$ cat src/rtl/fetch_queue_if.sv
// rtl/fetch_queue_if.sv - fetch-to-decode packet handshake bundle for fetch_queue
interface fetch_queue_if #(
    parameter int FETCH_WIDTH = 4
);
    logic                      in_valid;
    logic                      in_ready;
    logic [31:0]               in_pc;
    logic [FETCH_WIDTH*32-1:0] in_insts;
    logic [FETCH_WIDTH-1:0]    in_inst_valid;
    logic [FETCH_WIDTH-1:0]    in_pred_taken;
    logic [31:0]               in_next_pc;

    logic                      out_valid;
    logic                      out_ready;
    logic [31:0]               out_pc;
    logic [FETCH_WIDTH*32-1:0] out_insts;
    logic [FETCH_WIDTH-1:0]    out_inst_valid;
    logic [FETCH_WIDTH-1:0]    out_pred_taken;
    logic [31:0]               out_next_pc;

    modport master (
        output in_valid, in_pc, in_insts, in_inst_valid, in_pred_taken, in_next_pc, out_ready,
        input  in_ready, out_valid, out_pc, out_insts, out_inst_valid, out_pred_taken, out_next_pc
    );

    modport slave (
        input  in_valid, in_pc, in_insts, in_inst_valid, in_pred_taken, in_next_pc, out_ready,
        output in_ready, out_valid, out_pc, out_insts, out_inst_valid, out_pred_taken, out_next_pc
    );
endinterface

$ cat src/rtl/fetch_queue.sv
// rtl/fetch_queue.sv - fetch packet FIFO between fetch and decode with taken-lane masking and flush
module fetch_queue #(
    parameter int FETCH_WIDTH = 4,
    parameter int DEPTH       = 8
) (
    input  logic                         clock,
    input  logic                         reset,
    input  logic                         flush,
    fetch_queue_if.slave                 fq,
    output logic [$clog2(DEPTH+1)-1:0]   count
);
    localparam int IW = $clog2(DEPTH);
    localparam int PW = IW + 1;
    localparam int CW = $clog2(DEPTH + 1);

    logic [PW-1:0]               wr_ptr, rd_ptr;
    logic [31:0]                 pc_mem    [DEPTH];
    logic [FETCH_WIDTH*32-1:0]   insts_mem [DEPTH];
    logic [FETCH_WIDTH-1:0]      iv_mem    [DEPTH];
    logic [FETCH_WIDTH-1:0]      pt_mem    [DEPTH];
    logic [31:0]                 npc_mem   [DEPTH];

    logic                        empty, full;
    logic                        enq, enq_wr, deq;
    logic                        found;
    logic [FETCH_WIDTH-1:0]      masked_iv, masked_pt;

    assign empty = (wr_ptr == rd_ptr);
    assign full  = (wr_ptr[IW-1:0] == rd_ptr[IW-1:0]) && (wr_ptr[IW] != rd_ptr[IW]);

    assign fq.in_ready       = ~full;
    assign fq.out_valid      = ~empty;
    assign fq.out_pc         = pc_mem[rd_ptr[IW-1:0]];
    assign fq.out_insts      = insts_mem[rd_ptr[IW-1:0]];
    assign fq.out_inst_valid = iv_mem[rd_ptr[IW-1:0]];
    assign fq.out_pred_taken = pt_mem[rd_ptr[IW-1:0]];
    assign fq.out_next_pc    = npc_mem[rd_ptr[IW-1:0]];

    // Lanes after the first valid predicted-taken lane are wrong-path and get dropped.
    always_comb begin
        masked_iv = fq.in_inst_valid;
        masked_pt = '0;
        found     = 1'b0;
        for (int i = 0; i < FETCH_WIDTH; i++) begin
            if (found) begin
                masked_iv[i] = 1'b0;
            end else if (fq.in_pred_taken[i] && fq.in_inst_valid[i]) begin
                found        = 1'b1;
                masked_pt[i] = 1'b1;
            end
        end
    end

    assign enq    = fq.in_valid & ~full & ~flush;
    assign enq_wr = enq & (|masked_iv);
    assign deq    = ~empty & fq.out_ready & ~flush;

    always_ff @(posedge clock or posedge reset) begin
        if (reset) begin
            wr_ptr <= '0;
            rd_ptr <= '0;
            count  <= '0;
            for (int i = 0; i < DEPTH; i++) begin
                pc_mem[i]    <= '0;
                insts_mem[i] <= '0;
                iv_mem[i]    <= '0;
                pt_mem[i]    <= '0;
                npc_mem[i]   <= '0;
            end
        end else if (flush) begin
            wr_ptr <= '0;
            rd_ptr <= '0;
            count  <= '0;
        end else begin
            if (enq_wr) begin
                pc_mem[wr_ptr[IW-1:0]]    <= fq.in_pc;
                insts_mem[wr_ptr[IW-1:0]] <= fq.in_insts;
                iv_mem[wr_ptr[IW-1:0]]    <= masked_iv;
                pt_mem[wr_ptr[IW-1:0]]    <= masked_pt;
                npc_mem[wr_ptr[IW-1:0]]   <= fq.in_next_pc;
                wr_ptr                    <= wr_ptr + PW'(1);
            end
            if (deq) begin
                rd_ptr <= rd_ptr + PW'(1);
            end
            case ({enq_wr, deq})
                2'b10:   count <= count + CW'(1);
                2'b01:   count <= count - CW'(1);
                default: count <= count;
            endcase
        end
    end
endmodule

$ cat src/flat_wrapper.sv
// flat-port wrapper written by rule: the top's interface ports become plain ports
module fetch_queue_flat 
#(
    parameter int FETCH_WIDTH = 4,
    parameter int DEPTH       = 8
)
  (clock, reset, flush, count, fq_in_valid, fq_in_pc, fq_in_insts, fq_in_inst_valid, fq_in_pred_taken, fq_in_next_pc, fq_out_ready, fq_in_ready, fq_out_valid, fq_out_pc, fq_out_insts, fq_out_inst_valid, fq_out_pred_taken, fq_out_next_pc);
  fetch_queue_if #(.FETCH_WIDTH(FETCH_WIDTH)) fq_i ();
  input  logic clock;
  input  logic reset;
  input  logic flush;
  output logic [$clog2(DEPTH+1)-1:0] count;
  input wire logic [$bits(fq_i.in_valid)-1:0] fq_in_valid;
  input wire logic [$bits(fq_i.in_pc)-1:0] fq_in_pc;
  input wire logic [$bits(fq_i.in_insts)-1:0] fq_in_insts;
  input wire logic [$bits(fq_i.in_inst_valid)-1:0] fq_in_inst_valid;
  input wire logic [$bits(fq_i.in_pred_taken)-1:0] fq_in_pred_taken;
  input wire logic [$bits(fq_i.in_next_pc)-1:0] fq_in_next_pc;
  input wire logic [$bits(fq_i.out_ready)-1:0] fq_out_ready;
  output wire logic [$bits(fq_i.in_ready)-1:0] fq_in_ready;
  output wire logic [$bits(fq_i.out_valid)-1:0] fq_out_valid;
  output wire logic [$bits(fq_i.out_pc)-1:0] fq_out_pc;
  output wire logic [$bits(fq_i.out_insts)-1:0] fq_out_insts;
  output wire logic [$bits(fq_i.out_inst_valid)-1:0] fq_out_inst_valid;
  output wire logic [$bits(fq_i.out_pred_taken)-1:0] fq_out_pred_taken;
  output wire logic [$bits(fq_i.out_next_pc)-1:0] fq_out_next_pc;
  assign fq_i.in_valid = fq_in_valid;
  assign fq_i.in_pc = fq_in_pc;
  assign fq_i.in_insts = fq_in_insts;
  assign fq_i.in_inst_valid = fq_in_inst_valid;
  assign fq_i.in_pred_taken = fq_in_pred_taken;
  assign fq_i.in_next_pc = fq_in_next_pc;
  assign fq_i.out_ready = fq_out_ready;
  assign fq_in_ready = fq_i.in_ready;
  assign fq_out_valid = fq_i.out_valid;
  assign fq_out_pc = fq_i.out_pc;
  assign fq_out_insts = fq_i.out_insts;
  assign fq_out_inst_valid = fq_i.out_inst_valid;
  assign fq_out_pred_taken = fq_i.out_pred_taken;
  assign fq_out_next_pc = fq_i.out_next_pc;
  fetch_queue #(.FETCH_WIDTH(FETCH_WIDTH), .DEPTH(DEPTH)) u_core (.clock(clock), .reset(reset), .flush(flush), .fq(fq_i), .count(count));
endmodule
$ cat config.mk
export PLATFORM = sky130hd
export DESIGN_NAME = fetch_queue_flat
export DESIGN_NICKNAME = d
export VERILOG_FILES = /design/src/rtl/fetch_queue_if.sv /design/src/rtl/fetch_queue.sv /design/src/flat_wrapper.sv
export SDC_FILE = /design/constraint.sdc
export NUM_CORES = 2
export LEC_CHECK = 0
export ABC_CLOCK_PERIOD_IN_PS = 86100
export BUFFER_PORTS_ARGS = -buffer_cell sky130_fd_sc_hd__buf_2
export CAP_MARGIN = 0
export CORE_AREA = 5 5 432 306
export CTS_CLUSTER_DIAMETER = 150
export CTS_CLUSTER_SIZE = 14
export DETAILED_ROUTE_END_ITERATION = 8
export DIE_AREA = 0 0 437 311
export PLACE_DENSITY = 0.75
export SLEW_MARGIN = 0
export SYNTH_ARGS = -nofsm -noshare
export SYNTH_HDL_FRONTEND = slang
export SYNTH_SLANG_ARGS = --single-unit
export TNS_END_PERCENT = 30
$ cat constraint.sdc
create_clock -name clock -period 86.1 [get_ports clock]
set_clock_uncertainty 0.05 [all_clocks]
set_input_delay 8.61 -clock clock [delete_from_list [all_inputs] [get_ports clock]]
set_output_delay 8.61 -clock clock [all_outputs]
set_load 0.05 [all_outputs]
==> results.md <==
| Stage | Item | Reported |
|---|---|---|
| die | Overall die area | 136000 sq um |
| drt | Total routed wirelength | 161000 um |
| die | Area of the core | 128000 sq um |
| clock network | Clock edge transition at the registers on the reported setup and hold paths | 0.07 ns |
| clock network | TritonCTS clock tree | done |
| timing | Minimum period implied by the final worst setup slack | 14.34 ns |
| setup path | Category of cells accounting for the largest share of critical-path delay | buffers and inverters |
| drt | Via total after detailed routing | 38400 |
| grt | Global-route wire length before repair | 257000 um |
| setup path | Critical Path Fanout Max | 52 |
| setup path | Cell Chain, Critical Path | buf_4, buf_4, buf_4, mux4_2, mux2_2, buf_2 |
| clock network | Post-cts resize count | 0 |
| timing | Count of final hold-check violations | 0 |
| die | Number of I/O pins | 411 |
| worst hold path | HP Class | register to register |
| setup path | Worst setup path class | register to output port |
| timing | Maximum clock frequency | 69.8 MHz |
| timing | Unrepaired setup endpoints after global routing | false |
| synthesis | Most numerous cell in the Yosys netlist | sky130_fd_sc_hd__dfrtp_1 |
| synthesis | Main combinational cell family by area after synthesis | multiplexers |
| finish | Layout cells sized above 1 | 0.558 |
| timing | Setup tns final | 0 ns |
| die | Die extent in y | 311 um |
| setup path | Delay contributed by the slowest stage of the critical path | 0.95 ns |
| finish | Fillers | 9374 |
| die | Die extent in x | 437 um |
| drt | Number of DRC markers in iteration 0 | 2357 |
| synthesis | Multiplexer area fraction after synthesis | 0.397 |
| synthesis | Post-synth cell types | 40 |
| clock network | Clock H-tree levels | 4 |
| grt | Largest net degree at the start of global routing | 138 |
| clock network | # hold bufs at CTS | 0 |
| grt | Global routing usage on met1 | 0.341 |
| timing | Crit share post-route | 0.167 |
| setup path | Arrival time worst endpoint | 5.68 ns |
| power and ir drop | Total power | 2.09 mW |
| timing | Relative max-transition margin | 0.196 |
| synthesis | Cell types with the largest area share after synthesis | sky130_fd_sc_hd__dfrtp_1 56%, sky130_fd_sc_hd__mux2_2 24%, sky130_fd_sc_hd__mux4_2 12%, sky130_fd_sc_hd__mux2_1 3.5%, sky130_fd_sc_hd__buf_4 0.75% |
| timing | Final setup violation count | 0 |
| power and ir drop | Total power per unit cell area | 26.6 nW/um^2 |
| placed design | Area after detailed placement | 74900 sq um |
| synthesis | Prevailing post-synth register cell | sky130_fd_sc_hd__dfrtp_1 |
| setup path | Startpoint type of the worst setup path | register |
| synthesis | Number of synthesized flops with an enable pin | 0 |
| synthesis | Post-synth top cells | 1612 x sky130_fd_sc_hd__dfrtp_1, 1519 x sky130_fd_sc_hd__mux2_2, 400 x sky130_fd_sc_hd__mux4_2 |
| synthesis | Average size of a mapped cell | 17.0 sq um |
| power and ir drop | Leakage power | 36.9 nW |
| synthesis | Simple logic cell fraction of the synthesized area | 0.00723 |
| synthesis | FFs w/ async S/R, synth | 1.00 |
| synthesis | Number of synthesized register bits | 1612 |
| setup path | Count of buffer and inverter cells on the critical path | 4 |
| power and ir drop | Max IR drop VDD | 0.0190 mV |
| placed design | DP HPWL | 91100 um |
| drt | Avg Vias per Cell | 6.13 |
| synthesis | Area fraction of the dominant cell type after synthesis | 0.559 |
| clock network | Clk sink count | 1612 |
| grt | Global-route total usage across every layer | 0.241 |
| job | Max-cap viol count | 0 |
| grt | Met3 Resource Use GR | 0.0423 |
| clock network | CTS root buf | sky130_fd_sc_hd__clkbuf_16 |
| drt | DRC viols | 0 |
| clock network | Max Root-Sink Buffers | 3 |
| clock network | Setup repair bufs after CTS | 0 |
| synthesis | Post-Synthesis Cells | 4249 |
| finish | Nets | 4772 |
| finish | Final design instance area without fill | 78400 sq um |
| drt | Number of routed nets with antenna violations | 0 |
| die | Row Count | 110 |
| synthesis | Synthesized Nets | 4459 |
| finish | Growth of design area from synthesis to finish | 8.72% |
| drt | Average wire per cell in the routed design | 25.7 um |
| timing | Final worst setup slack | 71.76 ns |
| grt | Initial antenna violation count | 32 |
| synthesis | Sequential area share after synthesis | 0.559 |
| timing | Transition time at the pin with the least slew margin | 1.21 ns |
| setup path | Critical Path End Type | output port |
| die | Initial cell density of the core | 0.565 |
| setup path | Required time worst endpoint | 77.44 ns |
| drt | Detailed Routing Iterations Pass 1 | 7 |
| synthesis | Post-synthesis instance area | 72100 sq um |
| setup path | Cell with the largest stage delay on the worst path | sky130_fd_sc_hd__buf_4 |
| placed design | Weighted congestion reported at the end of routability-driven placement | 0.739 |
| status | Status | finished, final reports clean |
| grt | Global-route congestion overflow total | 0 |
| synthesis | Number of synthesis warnings | 0 |
| grt | Via count of the first global-routing pass | 41900 |
| timing | Final number of max-transition violations | 0 |
| placed design | Dpl ws | 72.30 ns |
| setup path | Most frequent CP cell | sky130_fd_sc_hd__buf_4 |
| synthesis | Compound-gate portion of the synthesized area | 0.00506 |
| grt | Met2 track demand over resource in global routing | 0.394 |
| clock network | Number of CTS-inserted buffers | 133 |
| synthesis | Cell taking the most area after synthesis | sky130_fd_sc_hd__dfrtp_1 |
| grt | GRT Max-Usage Layer | met2 |
| synthesis | Post-synthesis xor/xnor area fraction | 0.00134 |
| placed design | Port Buffer Count | 410 |
| clock network | Insertion delay of the later-clocked pin in the worst-skew pair | 0.77 ns |
| synthesis | Adder-cell share of the synthesized area | 0.000971 |
[logic make-up after synthesis]
kind of cell / after synthesis
mux: 2146
flops: 1612
buf+inv: 302
simple gates: 105
compound gates: 68
xor+xnor: 11
fa+ha+maj: 5
[cells in the final DEF, fill, tap and decap left out, drive strengths merged]
master  count
mux2     1745
dfrtp    1612
buf       478
mux4      400
clkbuf    141
nand2      65
o21ai      58
diode      17
xor2        9
nor2        8
nand3       6
nand4       6
inv         5
ha          4
nand4b      4
nor2b       3
a21o        3
xnor2       2
or4         2
and2        2
a211oi      2
nand2b      2
a21oi       2
nand3b      2
nor3b       2
nor4        1
a22oi       1
o41ai       1
and4        1
nor3        1
o41a        1
mux2i       1
fa          1
clkinv      1
[power by group]
part | internal, mW | switching [mW]
combinational | 0.254 | 0.336
clock | 0.285 | 0.261
sequential | 0.885 | 0.0670
[worst min-delay path, stage by stage, from the launching register on]
cell                      delay [ns]
sky130_fd_sc_hd__dfrtp_1        0.34
sky130_fd_sc_hd__nand2_1        0.04
sky130_fd_sc_hd__o21ai_0        0.06
[through the flow]
step / cells / util / hold WS [ns]
after global placement: 6107 / 0.586 / 0.407
after CTS: 6252 / 0.614 / 0.430
after floorplan: 4249 / - / 0.395
after detailed placement: 6107 / 0.586 / 0.416
after global routing: 6260 / 0.614 / 0.449
final: 6269 / 0.614 / 0.426
[metal layers]
layer  vias up  part of all wire
met3       215             0.039
met2       619              0.49
li1      16500                 -
met4        10             0.022
met1     21000              0.45
met5         -           0.00043
[final cells by class]
cell class / count / area [sq um] / share of cell area
multi-input combinational: 2335 / 29800 / 0.380
timing repair buffer: 478 / 2630 / 0.0335
antenna: 17 / 42.5 / 0.000542
inverter: 2 / 15.0 / 0.000191
sequential: 1612 / 40300 / 0.514
clock buffer: 141 / 3490 / 0.0444
tap: 1680 / 2100 / 0.0268
clock inverter: 4 / 42.5 / 0.000542
[final timing paths]
path	startpoint	endpoint	slack [ns]	cells past startpoint
setup / recovery	u_core.rd_ptr[0]	fq_out_next_pc[30]	71.76	6
min in group asynchronous	reset	u_core.npc_mem[106]	7.91	2
hold reg to reg	u_core.pt_mem[26]	u_core.pt_mem[26]	0.43	2
max in group asynchronous	reset	u_core.insts_mem[800]	73.32	7
setup reg to reg	u_core.rd_ptr[0]	u_core.insts_mem[707]	79.84	8
hold / removal	u_core.pt_mem[26]	u_core.pt_mem[26]	0.43	2
[sequential cells by signal (all words and copies together) (netlist names)]
| name | flops |
|---|---|
| u_core.count | 4 |
| u_core.pc_mem | 256 |
| u_core.npc_mem | 256 |
| u_core.wr_ptr | 4 |
| u_core.rd_ptr | 4 |
| u_core.insts_mem | 1024 |
| u_core.pt_mem | 32 |
| u_core.iv_mem | 32 |
No activity file was read; power rests on OpenSTA's default activity.
